==> config.mk <==
export PLATFORM = sky130hd
export DESIGN_NAME = serial_work_rx_flat
export DESIGN_NICKNAME = d
export VERILOG_FILES = /design/src/rtl/serial_work_rx_if.sv /design/src/rtl/serial_work_rx.sv /design/src/flat_wrapper.sv
export SDC_FILE = /design/constraint.sdc
export NUM_CORES = 2
export LEC_CHECK = 0
export BUFFER_PORTS_ARGS = -buffer_cell sky130_fd_sc_hd__buf_2
export CORE_MARGIN = 4
export CORE_UTILIZATION = 50
export CTS_BUF_LIST = sky130_fd_sc_hd__clkbuf_8
export DETAILED_ROUTE_END_ITERATION = 6
export PLACE_DENSITY_LB_ADDON = 0.1
export SLEW_MARGIN = 25
export SYNTH_ARGS = -nofsm -noshare
export SYNTH_HDL_FRONTEND = slang
export SYNTH_SLANG_ARGS = --single-unit
==> constraint.sdc <==
create_clock -name clk -period 155 [get_ports clk]
set_input_delay 46.5 -clock clk [delete_from_list [all_inputs] [get_ports clk]]
set_output_delay 46.5 -clock clk [all_outputs]
set_load 0.02 [all_outputs]
==> src/rtl/serial_work_rx_if.sv <==
// Host-link receive bundle: serial line in, assembled work frame and status out.
// The line source uses master; the receiver uses slave.
interface serial_work_rx_if #(
    parameter int unsigned NBYTES = 84
);
    logic                  RxD;
    logic [8*NBYTES-1:0]   rx_data;
    logic                  rx_done;
    logic                  frame_err;
    logic [6:0]            byte_count;
    logic                  busy;

    modport master (
        output RxD,
        input  rx_data, rx_done, frame_err, byte_count, busy
    );

    modport slave (
        input  RxD,
        output rx_data, rx_done, frame_err, byte_count, busy
    );
endinterface

==> src/rtl/serial_work_rx.sv <==
// 8N1 UART receiver that shifts good bytes into a work register and publishes
// the whole frame with a one-cycle rx_done strobe on the NBYTES-th byte.
module serial_work_rx #(
    parameter int unsigned comm_clk_frequency = 100_000_000,
    parameter int unsigned baud_rate          = 115_200,
    parameter int unsigned NBYTES             = 84,
    parameter int unsigned TIMEOUT_CYCLES     = 1_000_000
) (
    input  logic            clk,
    input  logic            reset,
    serial_work_rx_if.slave bus
);
    localparam int unsigned D  = comm_clk_frequency / baud_rate;
    localparam int unsigned CW = $clog2(D + 1);
    localparam int unsigned TW = $clog2(TIMEOUT_CYCLES + 1);
    localparam int unsigned W  = 8 * NBYTES;

    generate
        if (D < 4) begin : g_divisor_check
            $error("serial_work_rx: clock/baud divisor must be at least 4");
        end
    endgenerate

    typedef enum logic [1:0] {IDLE, START, DATA, STOP} state_t;

    state_t          state_q, state_d;
    logic            sync1_q, sync1_d;
    logic            rxs_q, rxs_d;
    logic [CW-1:0]   cnt_q, cnt_d;
    logic [2:0]      bit_q, bit_d;
    logic [7:0]      byte_q, byte_d;
    logic [W-1:0]    shift_q, shift_d;
    logic [W-1:0]    rx_data_q, rx_data_d;
    logic [6:0]      byte_count_q, byte_count_d;
    logic [TW-1:0]   idle_q, idle_d;
    logic            rx_done_q, rx_done_d;
    logic            frame_err_q, frame_err_d;
    logic            expire;

    assign expire = (cnt_q == CW'(1));

    always_comb begin
        state_d      = state_q;
        sync1_d      = bus.RxD;
        rxs_d        = sync1_q;
        cnt_d        = cnt_q;
        bit_d        = bit_q;
        byte_d       = byte_q;
        shift_d      = shift_q;
        rx_data_d    = rx_data_q;
        byte_count_d = byte_count_q;
        idle_d       = idle_q;
        rx_done_d    = 1'b0;
        frame_err_d  = 1'b0;

        case (state_q)
            IDLE: begin
                // A start edge takes priority over a timeout landing on the same cycle.
                if (!rxs_q) begin
                    state_d = START;
                    cnt_d   = CW'(D / 2);
                    idle_d  = '0;
                end else if (byte_count_q != '0) begin
                    if (idle_q == TW'(TIMEOUT_CYCLES - 1)) begin
                        byte_count_d = '0;
                        idle_d       = '0;
                    end else begin
                        idle_d = idle_q + TW'(1);
                    end
                end else begin
                    idle_d = '0;
                end
            end
            START: begin
                cnt_d = cnt_q - CW'(1);
                if (expire) begin
                    if (!rxs_q) begin
                        state_d = DATA;
                        cnt_d   = CW'(D);
                        bit_d   = '0;
                    end else begin
                        state_d = IDLE;
                    end
                end
            end
            DATA: begin
                cnt_d = cnt_q - CW'(1);
                if (expire) begin
                    byte_d = {rxs_q, byte_q[7:1]};
                    cnt_d  = CW'(D);
                    bit_d  = bit_q + 3'd1;
                    if (bit_q == 3'd7) begin
                        state_d = STOP;
                    end
                end
            end
            STOP: begin
                cnt_d = cnt_q - CW'(1);
                if (expire) begin
                    state_d = IDLE;
                    if (rxs_q) begin
                        shift_d = {shift_q[W-9:0], byte_q};
                        if (byte_count_q == 7'(NBYTES - 1)) begin
                            rx_data_d    = shift_d;
                            rx_done_d    = 1'b1;
                            byte_count_d = '0;
                        end else begin
                            byte_count_d = byte_count_q + 7'd1;
                        end
                    end else begin
                        frame_err_d  = 1'b1;
                        byte_count_d = '0;
                    end
                end
            end
            default: state_d = IDLE;
        endcase
    end

    // Synchroniser resets to the idle-high line level so reset release is not seen as a start edge.
    always_ff @(posedge clk or posedge reset) begin
        if (reset) begin
            state_q      <= IDLE;
            sync1_q      <= 1'b1;
            rxs_q        <= 1'b1;
            cnt_q        <= '0;
            bit_q        <= '0;
            byte_q       <= '0;
            shift_q      <= '0;
            rx_data_q    <= '0;
            byte_count_q <= '0;
            idle_q       <= '0;
            rx_done_q    <= 1'b0;
            frame_err_q  <= 1'b0;
        end else begin
            state_q      <= state_d;
            sync1_q      <= sync1_d;
            rxs_q        <= rxs_d;
            cnt_q        <= cnt_d;
            bit_q        <= bit_d;
            byte_q       <= byte_d;
            shift_q      <= shift_d;
            rx_data_q    <= rx_data_d;
            byte_count_q <= byte_count_d;
            idle_q       <= idle_d;
            rx_done_q    <= rx_done_d;
            frame_err_q  <= frame_err_d;
        end
    end

    assign bus.rx_data    = rx_data_q;
    assign bus.rx_done    = rx_done_q;
    assign bus.frame_err  = frame_err_q;
    assign bus.byte_count = byte_count_q;
    assign bus.busy       = (state_q != IDLE);
endmodule

==> src/flat_wrapper.sv <==
// flat-port wrapper written by rule: the top's interface ports become plain ports
module serial_work_rx_flat 
#(
    parameter int unsigned comm_clk_frequency = 100_000_000,
    parameter int unsigned baud_rate          = 115_200,
    parameter int unsigned NBYTES             = 84,
    parameter int unsigned TIMEOUT_CYCLES     = 1_000_000
)
  (clk, reset, bus_RxD, bus_rx_data, bus_rx_done, bus_frame_err, bus_byte_count, bus_busy);
  serial_work_rx_if #(.NBYTES(NBYTES)) bus_i ();
  input  logic clk;
  input  logic reset;
  input wire logic [$bits(bus_i.RxD)-1:0] bus_RxD;
  output wire logic [$bits(bus_i.rx_data)-1:0] bus_rx_data;
  output wire logic [$bits(bus_i.rx_done)-1:0] bus_rx_done;
  output wire logic [$bits(bus_i.frame_err)-1:0] bus_frame_err;
  output wire logic [$bits(bus_i.byte_count)-1:0] bus_byte_count;
  output wire logic [$bits(bus_i.busy)-1:0] bus_busy;
  assign bus_i.RxD = bus_RxD;
  assign bus_rx_data = bus_i.rx_data;
  assign bus_rx_done = bus_i.rx_done;
  assign bus_frame_err = bus_i.frame_err;
  assign bus_byte_count = bus_i.byte_count;
  assign bus_busy = bus_i.busy;
  serial_work_rx #(.comm_clk_frequency(comm_clk_frequency), .baud_rate(baud_rate), .NBYTES(NBYTES), .TIMEOUT_CYCLES(TIMEOUT_CYCLES)) u_core (.clk(clk), .reset(reset), .bus(bus_i));
endmodule
==> summary.md <==
| Metric | Value |
|---|---|
| RSZ-0062 raised after global routing | no |
| Htree depth | 4 |
| Final hold slack | ~360 ps |
| Achievable Freq | about 20 MHz |
| PwrDens | around 11 nW/µm² |
| Starting density of the core | between 50% and 60% |
| Grt total ovfl | 0 |
| Cell Area, Placed | 56900 µm² |
| Post-CTS sizing | 0 |
| R2R setup slack | approximately 150000 ps |
| Syn Inst Count | a little under 6k |
| Critical path peak fanout | 18 |
| GR Util All Layers | 24.9% |
| Crit Reg-Reg Endpoint | u_core.bus.rx_data[498] |
| Clock slew at reported path FFs | approximately 60 ps |
| Worst setup margin | between 100000 and 150000 ps |
| Top FF cell, synth | dfrtp_1 |
| Via Count | slightly above 40k |
| Root Driver | clkbuf_8 |
| Crit start category | flip-flop |
| CTS Buf Count | 217 |
| WS Path Type | flip-flop to output pin |
| Post-synth ARST share | 100% |
| Clk_skew | 38.1 ps |
| # clock sinks | 1390 |
| Port Buffers | a little under 700 |
| Clk_lat worst skew | between 800 and 900 ps |
| CP endpoint kind | output pin |
| Pre-antenna DRT Iters | 5 |
| Die Area | 111000 µm² |
| Largest net degree at the start of global routing | roughly 230 |
| Status | finished clean |
| # rows | about 120 |
| Distinct cells, synth | 52 |
| Share of the clock period used by the worst path after layout | 32.1% |
| Seq cells post-synth | roughly 1.4k |
| Final Routed Wirelength | 138000 µm |
| Die Y-Extent | between 300 and 400 µm |
| Worst rel slew slack | 16.1% |
| Post-CTS Setup Repair Bufs | 0 |
| Share of cells above drive strength 1 | between 10% and 20% |
| Slew at the pin closest to its max-slew limit | about 1300 ps |
| Antenna-violating nets left | 0 |
| Setup Total Neg Slack | 0 ps |
| Mapped Nets | a little under 6k |
| Max rail drop VDD | 0.00000988 V |
| End point of the worst hold path | u_core.rxs_q |
| Routed vias/inst | roughly 5 |
| Iteration-0 DRC Markers | 3222 |
| Hold wc startpoint | u_core.rxs_d |
| DP Worst Slack | between 100000 and 150000 ps |
| CTS tree | yes |
| Cts hold-fix bufs | 0 |
| Sequential area share after synthesis | roughly 66% |
| Area growth from synthesis to layout | 17.1% |
| Initial antenna violation count | 3 |
| Die width | 333 µm |
| Max-Cap Viols | 0 |
| Core area | between 100000 and 150000 µm² |
| Worst Hold Class | flip-flop to flip-flop |
| IO Count | approximately 690 |
| Setup violators final | 0 |
| Commonest non-fill, non-tap cell in the layout | nand2_1 |
| Worst reg2reg path depth | 10 |
| Synthesized cell area | ~53000 µm² |
| CP Launch Point | u_core.state_q[0] |
| Crit path DAT | 3190 ps |
| Req. time, crit path | between 100000 and 150000 ps |
| Final nets | around 6.6k |
| YS warnings | 0 |
| Routed length per instance | 16.9 µm |
| Syn avg cell area | roughly 8.9 µm² |
| Detail Placement HPWL | 88200 µm |
| Endpoints failing hold | 0 |
| Post-synth EDFFs | 0 |
| Residual DRC | 0 |
| Post-route cell area | about 62000 µm² |
| First-pass GRT wire length | between 200000 and 250000 µm |
| Commonest non-fill, non-tap cells in the layout | nand2_1, dfrtp_1, buf_2 |
| Overall Power | 691 µW |
| GPL Wtd Cong | approximately 0.81 |
| Worst hold path stage count | 0 |
| Clk buf depth | 3 |
| Via count of the first global-routing pass | 39.1k |
| Worst r2r src | u_core.cnt_q[1] |
| Leak | around 0.038 µW |
| Min Tclk post-route | between 40000 and 50000 ps |
| Final Max Slew Viols | 0 |
cell type report:
class / count / area (µm²)
antenna: 1 / 2.50
clock buffer: 295 / 4060
clock inverter: 108 / 619
fill: 9485 / 42400
inverter: 16 / 67.6
multi-input combinational: 4239 / 16500
sequential: 1390 / 34800
tap: 1380 / 1730
timing repair buffer: 725 / 3930
worst max-delay path by stage:
stage | endpoint | slack, ps | depth (start not counted)
after floorplan | async pin | 69310 | 1
after global placement | u_core.bus.rx_data[477] | 104990 | 5
after detailed placement | u_core.bus.rx_data[477] | 104970 | 5
after CTS | bus_busy | 105200 | 3
after global routing | bus_busy | 105120 | 3
final | bus_busy | 105310 | 3
where the power goes:
part | leakage [µW] | total (µW) | internal, µW | switching (µW)
registers | 0.0194 | 363 | 363 | 0.0405
logic | 0.0157 | 7.50 | 0.529 | 6.95
clock network | 0.00268 | 321 | 176 | 145
per-layer routing:
metal / vias up / GRT usage (%) / wire length [µm]
met5: - / 0 / 12
met4: 2 / 9.22 / 4670
met3: 218 / 5.44 / 8810
met2: 1111 / 38.7 / 64800
met1: 19700 / 34.7 / 59900
li1: 19400 / - / -
critical path, cell delays in order, from the launching register on:
cell	delay [ps]
dfrtp_1	560
nor2_1	700
clkinv_1	700
buf_2	380
flip-flops by register name, indices dropped and copies added (netlist names), named ones only:
| register | count |
|---|---|
| u_core.bit_q | 3 |
| u_core.byte_q | 8 |
| u_core.shift_q | 664 |
| u_core.idle_q | 20 |
| u_core.bus.frame_err | 1 |
| u_core.cnt_q | 10 |
| u_core.rxs_d | 1 |
| u_core.rxs_q | 1 |
| u_core.bus.rx_done | 1 |
| u_core.state_q | 1 |
| u_core.bus.rx_data | 672 |
| u_core.bus.byte_count | 7 |
cells in the mapped netlist, drive strengths merged (2+ instances only):
master,instances,area (µm²)
nor3,10,50.1
xnor2,7,61.3
and3,6,37.5
o211ai,3,22.5
o21ai,21,105
a31o,2,17.5
nor3b,2,15.0
or4b,2,20.0
a22o,2,17.5
o22ai,3,18.8
nor4,6,37.5
dfstp,2,52.6
nand3,19,95.1
a21o,8,60.1
or4,3,22.5
nand2,4035,15100
a211oi,2,15.0
dfrtp,1388,34700
nor2,26,100
xor2,7,61.3
nand4,10,62.6
clkinv,2,7.51
or3,6,37.5
inv,14,52.6
ha,7,87.6
mux2,7,78.8
buf,136,708
a21oi,18,90.1
o31ai,5,37.5
or2,5,31.3
clkbuf,169,634
nor2b,3,18.8
per-stage QoR:
| stage | instances | utilization (%) |
|---|---|---|
| 6_report | 8154 | 59.3 |
| 5_1_grt | 8154 | 59.3 |
| 4_1_cts | 8149 | 59.1 |
| 3_5_place_dp | 7746 | 54.6 |
| 3_3_place_gp | 7746 | 54.6 |
| 2_1_floorplan | 5950 | - |
kinds of logic (layout without fill, tap and decap cells):
logic type / after synthesis / in the layout / share of synthesized area, %
fa+ha+maj: 7 / 7 / 0.166
other cells: 0 / 1 / 0
buf+inv: 321 / 1144 / 2.66
compound gates: 71 / 71 / 0.846
flops: 1390 / 1390 / 66.1
xor+xnor: 14 / 14 / 0.233
mux: 8 / 8 / 0.169
simple gates: 4139 / 4139 / 29.9
Power figures use the tool's default switching activity.
